File: src/rtl/uart_pkg.sv
// Shared types and constants for the UART byte-stream bridge.
// Imported by the bridge top level and the receive core.
package uart_pkg;

    localparam logic UART_IDLE_LEVEL = 1'b1;
    localparam int   DATA_BITS       = 8;

    typedef enum logic [1:0] {
        TX_IDLE,
        TX_START,
        TX_DATA,
        TX_STOP
    } tx_state_t;

    typedef enum logic [2:0] {
        RX_IDLE,
        RX_START,
        RX_DATA,
        RX_STOP,
        RX_WAIT_HIGH
    } rx_state_t;

endpackage

File: src/rtl/uart_rx_core.sv
// 8N1 UART receiver: two-flop synchroniser, centre-sampling FSM, and
// single-cycle byte_valid / frame_err strobes.
module uart_rx_core
    import uart_pkg::*;
#(
    parameter int CLKS_PER_BIT = 104
) (
    input  logic                 clk_i,
    input  logic                 rstn_i,
    input  logic                 rx_serial,
    output logic                 byte_valid,
    output logic [DATA_BITS-1:0] byte_data,
    output logic                 frame_err
);

    localparam int               CNT_W    = $clog2(CLKS_PER_BIT);
    localparam logic [CNT_W-1:0] HALF_BIT = CNT_W'(CLKS_PER_BIT / 2);
    localparam logic [CNT_W-1:0] FULL_BIT = CNT_W'(CLKS_PER_BIT - 1);
    localparam logic [2:0]       IDX_LAST = 3'(DATA_BITS - 1);

    logic                 sync_meta;
    logic                 sync_bit;
    rx_state_t            state_q, state_d;
    logic [CNT_W-1:0]     cnt_q, cnt_d;
    logic [2:0]           idx_q, idx_d;
    logic [DATA_BITS-1:0] shift_q, shift_d;
    logic                 sample_now;

    // Preset to the idle level so a reset never looks like a start bit.
    always_ff @(posedge clk_i) begin
        if (!rstn_i) begin
            sync_meta <= UART_IDLE_LEVEL;
            sync_bit  <= UART_IDLE_LEVEL;
        end else begin
            sync_meta <= rx_serial;
            sync_bit  <= sync_meta;
        end
    end

    // NOTE: sequential state uses non-blocking assignments so every flop
    // samples pre-edge values regardless of statement order.
    always_ff @(posedge clk_i) begin
        if (!rstn_i) begin
            state_q <= RX_IDLE;
            cnt_q   <= '0;
            idx_q   <= '0;
            shift_q <= '0;
        end else begin
            state_q <= state_d;
            cnt_q   <= cnt_d;
            idx_q   <= idx_d;
            shift_q <= shift_d;
        end
    end

    assign sample_now = (cnt_q == '0);

    // NOTE: every signal assigned here gets a default first, so no path
    // through the case statement can infer a latch.
    always_comb begin
        state_d = state_q;
        cnt_d   = cnt_q;
        idx_d   = idx_q;
        shift_d = shift_q;
        unique case (state_q)
            RX_IDLE: begin
                if (sync_bit != UART_IDLE_LEVEL) begin
                    state_d = RX_START;
                    cnt_d   = HALF_BIT;
                end
            end
            RX_START: begin
                if (!sample_now) begin
                    cnt_d = cnt_q - 1'b1;
                end else if (sync_bit != UART_IDLE_LEVEL) begin
                    state_d = RX_DATA;
                    cnt_d   = FULL_BIT;
                    idx_d   = '0;
                end else begin
                    state_d = RX_IDLE;
                end
            end
            RX_DATA: begin
                if (!sample_now) begin
                    cnt_d = cnt_q - 1'b1;
                end else begin
                    shift_d = {sync_bit, shift_q[DATA_BITS-1:1]};
                    cnt_d   = FULL_BIT;
                    if (idx_q == IDX_LAST) begin
                        state_d = RX_STOP;
                    end else begin
                        idx_d = idx_q + 1'b1;
                    end
                end
            end
            RX_STOP: begin
                if (!sample_now) begin
                    cnt_d = cnt_q - 1'b1;
                end else if (sync_bit == UART_IDLE_LEVEL) begin
                    state_d = RX_IDLE;
                end else begin
                    state_d = RX_WAIT_HIGH;
                end
            end
            RX_WAIT_HIGH: begin
                if (sync_bit == UART_IDLE_LEVEL) begin
                    state_d = RX_IDLE;
                end
            end
            default: begin
                state_d = RX_IDLE;
            end
        endcase
    end

    always_comb begin
        byte_valid = 1'b0;
        frame_err  = 1'b0;
        if (state_q == RX_STOP && sample_now) begin
            byte_valid = (sync_bit == UART_IDLE_LEVEL);
            frame_err  = (sync_bit != UART_IDLE_LEVEL);
        end
    end

    assign byte_data = shift_q;

endmodule

File: src/rtl/uart_stream_bridge.sv
// Byte-stream to 8N1 UART bridge: serialises the outbound valid/ready stream
// and delivers received bytes through a single-entry holding buffer.
module uart_stream_bridge
    import uart_pkg::*;
#(
    parameter int CLKS_PER_BIT = 104
) (
    input  logic                 clk_i,
    input  logic                 rstn_i,
    input  logic [DATA_BITS-1:0] in_data_i,
    input  logic                 in_valid_i,
    output logic                 in_ready_o,
    output logic [DATA_BITS-1:0] out_data_o,
    output logic                 out_valid_o,
    input  logic                 out_ready_i,
    output logic                 uart_tx_o,
    input  logic                 uart_rx_i,
    output logic                 frame_err_o,
    output logic                 overrun_o
);

    localparam int               CNT_W    = $clog2(CLKS_PER_BIT);
    localparam logic [CNT_W-1:0] BIT_LAST = CNT_W'(CLKS_PER_BIT - 1);
    localparam logic [2:0]       IDX_LAST = 3'(DATA_BITS - 1);

    tx_state_t            tx_state_q, tx_state_d;
    logic [CNT_W-1:0]     tx_cnt_q, tx_cnt_d;
    logic [2:0]           tx_idx_q, tx_idx_d;
    logic [DATA_BITS-1:0] tx_shift_q, tx_shift_d;
    logic                 tx_line_q, tx_line_d;
    logic                 tx_bit_done;

    logic                 rx_byte_valid;
    logic [DATA_BITS-1:0] rx_byte_data;
    logic                 rx_frame_err;

    assign in_ready_o  = (tx_state_q == TX_IDLE) && rstn_i;
    assign tx_bit_done = (tx_cnt_q == BIT_LAST);
    assign uart_tx_o   = tx_line_q;

    always_ff @(posedge clk_i) begin
        if (!rstn_i) begin
            tx_state_q <= TX_IDLE;
            tx_cnt_q   <= '0;
            tx_idx_q   <= '0;
            tx_shift_q <= '0;
            tx_line_q  <= UART_IDLE_LEVEL;
        end else begin
            tx_state_q <= tx_state_d;
            tx_cnt_q   <= tx_cnt_d;
            tx_idx_q   <= tx_idx_d;
            tx_shift_q <= tx_shift_d;
            tx_line_q  <= tx_line_d;
        end
    end

    always_comb begin
        tx_state_d = tx_state_q;
        tx_cnt_d   = tx_cnt_q;
        tx_idx_d   = tx_idx_q;
        tx_shift_d = tx_shift_q;
        unique case (tx_state_q)
            TX_IDLE: begin
                if (in_valid_i) begin
                    tx_state_d = TX_START;
                    tx_cnt_d   = '0;
                    tx_shift_d = in_data_i;
                end
            end
            TX_START: begin
                if (tx_bit_done) begin
                    tx_state_d = TX_DATA;
                    tx_cnt_d   = '0;
                    tx_idx_d   = '0;
                end else begin
                    tx_cnt_d = tx_cnt_q + 1'b1;
                end
            end
            TX_DATA: begin
                if (tx_bit_done) begin
                    tx_cnt_d   = '0;
                    tx_shift_d = tx_shift_q >> 1;
                    if (tx_idx_q == IDX_LAST) begin
                        tx_state_d = TX_STOP;
                    end else begin
                        tx_idx_d = tx_idx_q + 1'b1;
                    end
                end else begin
                    tx_cnt_d = tx_cnt_q + 1'b1;
                end
            end
            TX_STOP: begin
                if (tx_bit_done) begin
                    tx_state_d = TX_IDLE;
                    tx_cnt_d   = '0;
                end else begin
                    tx_cnt_d = tx_cnt_q + 1'b1;
                end
            end
            default: begin
                tx_state_d = TX_IDLE;
            end
        endcase
    end

    // Line level is decoded from the next state so the registered output
    // lines up with the state it belongs to.
    always_comb begin
        tx_line_d = UART_IDLE_LEVEL;
        unique case (tx_state_d)
            TX_START: tx_line_d = ~UART_IDLE_LEVEL;
            TX_DATA:  tx_line_d = tx_shift_d[0];
            default:  tx_line_d = UART_IDLE_LEVEL;
        endcase
    end

    uart_rx_core #(
        .CLKS_PER_BIT (CLKS_PER_BIT)
    ) u_rx_core (
        .clk_i      (clk_i),
        .rstn_i     (rstn_i),
        .rx_serial  (uart_rx_i),
        .byte_valid (rx_byte_valid),
        .byte_data  (rx_byte_data),
        .frame_err  (rx_frame_err)
    );

    // A consumer pop on the same edge as a delivery frees the slot for it.
    always_ff @(posedge clk_i) begin
        if (!rstn_i) begin
            out_valid_o <= 1'b0;
            out_data_o  <= '0;
            overrun_o   <= 1'b0;
            frame_err_o <= 1'b0;
        end else begin
            overrun_o   <= 1'b0;
            frame_err_o <= rx_frame_err;
            if (rx_byte_valid) begin
                if (!out_valid_o || out_ready_i) begin
                    out_data_o  <= rx_byte_data;
                    out_valid_o <= 1'b1;
                end else begin
                    overrun_o <= 1'b1;
                end
            end else if (out_valid_o && out_ready_i) begin
                out_valid_o <= 1'b0;
            end
        end
    end

endmodule

File: config.mk
export PLATFORM = sky130hd
export DESIGN_NAME = uart_stream_bridge
export DESIGN_NICKNAME = d
export VERILOG_FILES = /design/src/rtl/uart_pkg.sv /design/src/rtl/uart_rx_core.sv /design/src/rtl/uart_stream_bridge.sv
export SDC_FILE = /design/constraint.sdc
export NUM_CORES = 1
export LEC_CHECK = 0
export BUFFER_PORTS_ARGS = -buffer_cell sky130_fd_sc_hd__buf_2
export CAP_MARGIN = 5
export CORE_MARGIN = 2
export CORE_UTILIZATION = 45
export DETAILED_ROUTE_END_ITERATION = 16
export MAX_ROUTING_LAYER = met4
export SLEW_MARGIN = 10
export SYNTH_ARGS = -nofsm -noshare
export SYNTH_HDL_FRONTEND = slang
export SYNTH_SLANG_ARGS = --single-unit
File: constraint.sdc
create_clock -name clk_i -period 2.4 [get_ports clk_i]
set_clock_uncertainty 0.05 [all_clocks]
set_input_delay 0.48 -clock clk_i [delete_from_list [all_inputs] [get_ports clk_i]]
set_output_delay 0.48 -clock clk_i [all_outputs]
set_load 0.03 [all_outputs]
After elaboration in Yosys (flattened, before gate mapping)
Index checks and enable logic that the tools add are counted.
Word-level totals
  bits in registers: 55
  latch bits: 0
  memory bits (writable): 0
  memory bits (read-only): 0
  input bits: 13
  output and inout port bits: 13
  logic and storage cells: 114
  memories: 0
Cells by class
  $add $sub $neg: 4
  multipliers: 0
  divide/modulo/power cells: 0
  magnitude comparators: 0
  equal/unequal tests: 27
  shifts and indexed selects: 0
  mux-type cells: 42
  bitwise gates (word level): 1
  reduce and logical (&&, ||, !) cells: 24
Operator list (count)
  7-bit two-way mux: 7
  3-bit two-way mux: 14
  7-bit one-hot mux with 4 select lines: 1
  8-bit two-way mux: 2
  2-bit != test (second input constant): 8
  8-bit one-hot mux with 2 select lines: 1
  3-bit one-hot mux with 5 select lines: 1
  7-bit one-hot mux with 2 select lines: 1
  2-bit two-way mux: 6
  2-bit by 1-bit != test with 1-bit output (second input constant): 6
  3-bit one-hot mux with 2 select lines: 2
  2-bit AND reduction: 5
  3-bit == test (second input constant): 3
  2-bit one-hot mux with 4 select lines: 1
  4-bit AND reduction: 2
  2-bit nonzero test: 4
  7-bit by 1-bit adder with 7-bit output (second input constant): 1
  7-bit == test (second input constant): 1
  7-bit logical NOT: 1
  7-bit by 1-bit subtractor with 7-bit output (second input constant): 1
  3-bit by 1-bit adder with 3-bit output (second input constant): 2
  2-bit == test (second input constant): 3
  3-bit by 2-bit == test with 1-bit output (second input constant): 2
  6-bit AND reduction: 1
  15 further kinds: 22

Logic depth before layout (Yosys ltp)
  word-level depth: 6
  gate-level depth with buffers: 7
  gate-level depth less buffers: 6

Modules after synthesis
Synthesis repeated with hierarchy kept, for this count alone.
Unflattened totals
  cell total of the unflattened synthesis: 305
  area, all modules: 2770.2 sq um
Modules (own cells, without submodules)
  uart_stream_bridge: instances 1, cells an instance 152, area each 1448.9 sq um
  uart_rx_core: instances 1, cells an instance 153, area each 1321.3 sq um

Worst setup path before layout
Ideal clock, no wire load.
  path type: flip-flop to flip-flop
  start: reg u_rx_core.cnt_q[2]
  end: reg out_data_o[6]
  arrival time: 1.860 ns
  data required time: 2.222 ns
  slack: 0.362 ns
  stages on the path, launching flop included: 7
  buffers on the path: 2
  period minus slack after synthesis: 2.038 ns
  cells stage by stage: dfxtp_1 buf_6 or4_4 buf_6 nor4_4 mux2i_1 nor2_1
On the way
  longest elaborated chain between the ends: 4
Ends and longest elaborated chain
  start, declared: line uart_rx_core.sv:24  | logic [CNT_W-1:0] cnt_q, cnt_d;
  start signal, assigned: line uart_rx_core.sv:50  | cnt_q <= cnt_d;
  7-bit logical NOT: line uart_rx_core.sv:56  | assign sample_now = (cnt_q == '0);
  1-bit logical AND: line uart_rx_core.sv:119  | if (state_q == RX_STOP && sample_now) begin
  1-bit two-way mux: line uart_rx_core.sv:119
  2-bit AND reduction (no source line)
  end signal, assigned: line uart_stream_bridge.sv:140  | out_data_o <= rx_byte_data;
  end, declared: line uart_stream_bridge.sv:13  | output logic [DATA_BITS-1:0] out_data_o,
Every way passes these cells.
A chain may end at the register's enable or synchronous reset.

Final worst setup path
  start: reg u_rx_core.idx_q[0]
  end: reg u_rx_core.idx_q[1]
On the way
  longest elaborated chain between the ends: 4
  elaborated cells on any way between the ends: 7
  classes of those cells: add/sub (1); eq/ne (2); mux (3); reduce/logical (1)
Ends and longest elaborated chain
  start, declared: line uart_rx_core.sv:25  | logic [2:0] idx_q, idx_d;
  start signal, assigned: line uart_rx_core.sv:51  | idx_q <= idx_d;
  3-bit by 1-bit adder with 3-bit output: line uart_rx_core.sv:92  | idx_d = idx_q + 1'b1;
  3-bit two-way mux: line uart_rx_core.sv:89  | if (idx_q == IDX_LAST) begin
  3-bit two-way mux: line uart_rx_core.sv:84  | if (!sample_now) begin
  3-bit one-hot mux with 2 select lines: line uart_rx_core.sv:65  | unique case (state_q)
Several ways; a longest one is shown, not always the timed one. The select of a mux whose other input is x is not followed.

==> out/metrics.yaml <==
layout:
  final_util_pct: 52.7
  area_growth_syn_to_layout_pct: 11.3
  n_antenna_cell: 0
  multi_input_area_um2: 1440
  drive_above_1_share_pct: 17.8
  area.sequential_um2: 1100
  nFillCells: 564
  num-nets-final: 351
synthesis:
  yosysMostFrequentCell: "dfxtp_1"
  ys_top_cells_by_count: "55 x dfxtp_1, 30 x nand2_1, 29 x a21oi_1"
  synthesis.nets: 326
  syn_area_um2: 2660
  ys_async_sr_fraction_pct: 0
  ys_ff_latch: 55
  synth_edf_count: 0
  synth_top_area_cell: "dfxtp_1"
  syn_inst: 306
  synth.distinct_cells: 56
  netlist_top_cells_area: "dfxtp_1 41%, a21oi_1 5.5%, nand2_1 4.2%"
  avgSynthCellArea_um2: 8.68
  seq_area_frac_synth_pct: 41.4
  yosys_warnings: 0
  yosysTopAreaCellShare_pct: 41.4
  synth_ff_type: "dfxtp_1"
global_route:
  grt_usage_pct: 18.3
  antenna_found_initial: 0
  grt_pass1_wl_um: 9230
  overflow: 0
  grt_pass1_vias: 2021
  grt_max_degree: 43
place:
  gp_routability_congestion: 0.859
  numPortBuffers: 25
  hpwlAfterDp_um: 3860
clock_network:
  cts-htree-levels: 2
  post_cts_buffers: 0
  path_clk_slew_ps: 100
  clockBufferDepth: 2
  clk_latency_ps: 300
  numCtsBuffers: 5
  cts_tree: "yes"
  cts_root_buf: "clkbuf_8"
  cts_sinks: 55
  cts_hold_buf: 0
  cts_resized: 0
critical_path:
  crit_end: "u_rx_core.idx_q[1]$_SDFFE_PN0P_"
  crit_type: "reg -> reg"
  cp.buffers_inverters: 0
  cp_cell_sequence: "ha_1, ha_1, or3b_2, a2111oi_2, nand2b_1, a21oi_1"
  worstRegToRegCells: 6
  slowest_delay_ps: 570
  worst-path-stages: 6
  path_delay_family: "simple AND/OR/NAND/NOR gates"
  worst_setup_path_start_kind: "flip-flop"
  crit_slowest_cell: "a2111oi_2"
  cp.required_ps: 2530
  critical_path.startpoint: "u_rx_core.idx_q[0]$_SDFFE_PN0P_"
  worstSetupEndpointType: "flip-flop"
  cp_max_fo: 6
  crit_path_frequent_cell: "ha_1"
  timing.rr.start: "u_rx_core.idx_q[0]$_SDFFE_PN0P_"
  r2r-end: "u_rx_core.idx_q[1]$_SDFFE_PN0P_"
  crit_arrival_ps: 2260
  rrSetupSlack_ps: 260
floorplan:
  rows: 27
  die-area_um2: 6540
  dieHeight_um: 80.9
  start_util_pct: 47.4
  die_w_um: 80.9
  core_um2: 5610
  ios: 26
run:
  maxCapViolCount: 0
route:
  drt-pass1-iter-count: 4
  post-route-drc-count: 0
  first_iter_violations: 159
  drt-total-wl_um: 5590
  wl_per_cell_um: 13.8
  antenna_left: 0
  avgViaCountPerCell: 5.65
  vias: 2281
sta:
  clock.fmax_mhz: 468
  setup_viol_count_final: 0
  tns_ps: 0
  grt_setup_unrepaired: "false"
  max_slew_margin_pct: 58.8
  report.final.slew_viol_count: 0
  tightest_slew_ps: 615
  finalCritPeriodShare_pct: 89.0
  hold_violations: 0
  layout_min_cycle_time_ps: 2140
power:
  peakVddDrop_v: 0.000335
  power.density_nw_per_um2: 590
  p_leak_nw: 1.11
status:
  status: "finished, final reports clean"
worst_hold_path:
  hold_path.class: "in -> reg"
area by class of cell:
type,count,area share [%]
clock buffer,6,2.45
tap,72,3.05
sequential,55,37.2
inverter,8,1.02
multi-input combinational,225,48.8
clock inverter,2,0.423
timing repair buffer,36,7.02
state kept, by name, indices dropped and copies added (netlist names), 2 cells and up:
signal               flops
out_data_o               8
tx_idx_q                 3
u_rx_core.state_q        3
tx_cnt_q                 7
u_rx_core.cnt_q          7
u_rx_core.idx_q          3
u_rx_core.byte_data      8
tx_state_q               2
tx_shift_q               8
layout by cell type, fill, tap and decap left out, drive strengths merged, types with 5 or more instances in the layout:
master / instances
dfxtp: 55
buf: 36
nand2: 30
a21oi: 29
nor2: 24
nand3: 15
mux2i: 11
nand2b: 9
o21ai: 8
a22oi: 8
inv: 7
nor3: 7
ha: 7
clkbuf: 6
nor2b: 5
nor3b: 5
nor4: 5
through the flow:
stage	worst slack (ps)	cells	power [mW]	hold WS (ps)	cell area, um^2
3_3_place_gp	291	396	1.26	339	2870
2_1_floorplan	362	306	1.18	336	2660
3_5_place_dp	269	396	1.26	342	2870
5_1_grt	76.6	404	1.84	317	2960
6_report	263	404	1.74	332	2960
4_1_cts	247	404	1.77	311	2960
cells by family (layout without fill, tap and decap cells):
kind of cell,count (synthesis),count (layout),synth area share (%)
compound gates,82,82,21.3
xor+xnor,2,2,0.659
fa+ha+maj,7,7,3.30
buf+inv,26,52,4.28
flops,55,55,41.4
mux,12,12,4.57
simple gates,122,122,24.5
worst reg2reg max path, delay by kind of cell, from the launching register on:
kind / cells / cell delay [ps]
simple gates: 2 / 630
compound gates: 2 / 630
fa+ha+maj: 2 / 370
flops: 1 / 330
metal layers:
metal  share of wire (%)  GRT usage (%)  up-vias
met5                   0              -        -
met4                0.38           4.92        0
met3                 4.4           3.00        2
met2                  46           29.8       54
met1                  49           23.7     1054
li1                    -              -     1171
power by group:
part / total (mW) / leakage [nW] / internal, mW / switching, mW
logic: 0.277 / 0.620 / 0.108 / 0.169
clock network: 0.504 / 0.0412 / 0.205 / 0.299
registers: 0.963 / 0.446 / 0.938 / 0.0250
worst min-delay path by stage:
stage	start	cells after the start	end	slack, ps
after floorplan	u_rx_core.sync_meta$_SDFF_PN1_	1	u_rx_core.sync_bit$_SDFF_PN1_	340
after global placement	u_rx_core.sync_meta$_SDFF_PN1_	1	u_rx_core.sync_bit$_SDFF_PN1_	340
after detailed placement	u_rx_core.sync_meta$_SDFF_PN1_	1	u_rx_core.sync_bit$_SDFF_PN1_	340
after CTS	uart_rx_i	2	u_rx_core.sync_meta$_SDFF_PN1_	310
after global routing	uart_rx_i	2	u_rx_core.sync_meta$_SDFF_PN1_	320
final	uart_rx_i	2	u_rx_core.sync_meta$_SDFF_PN1_	330
No activity file was read; power rests on OpenSTA's default activity.
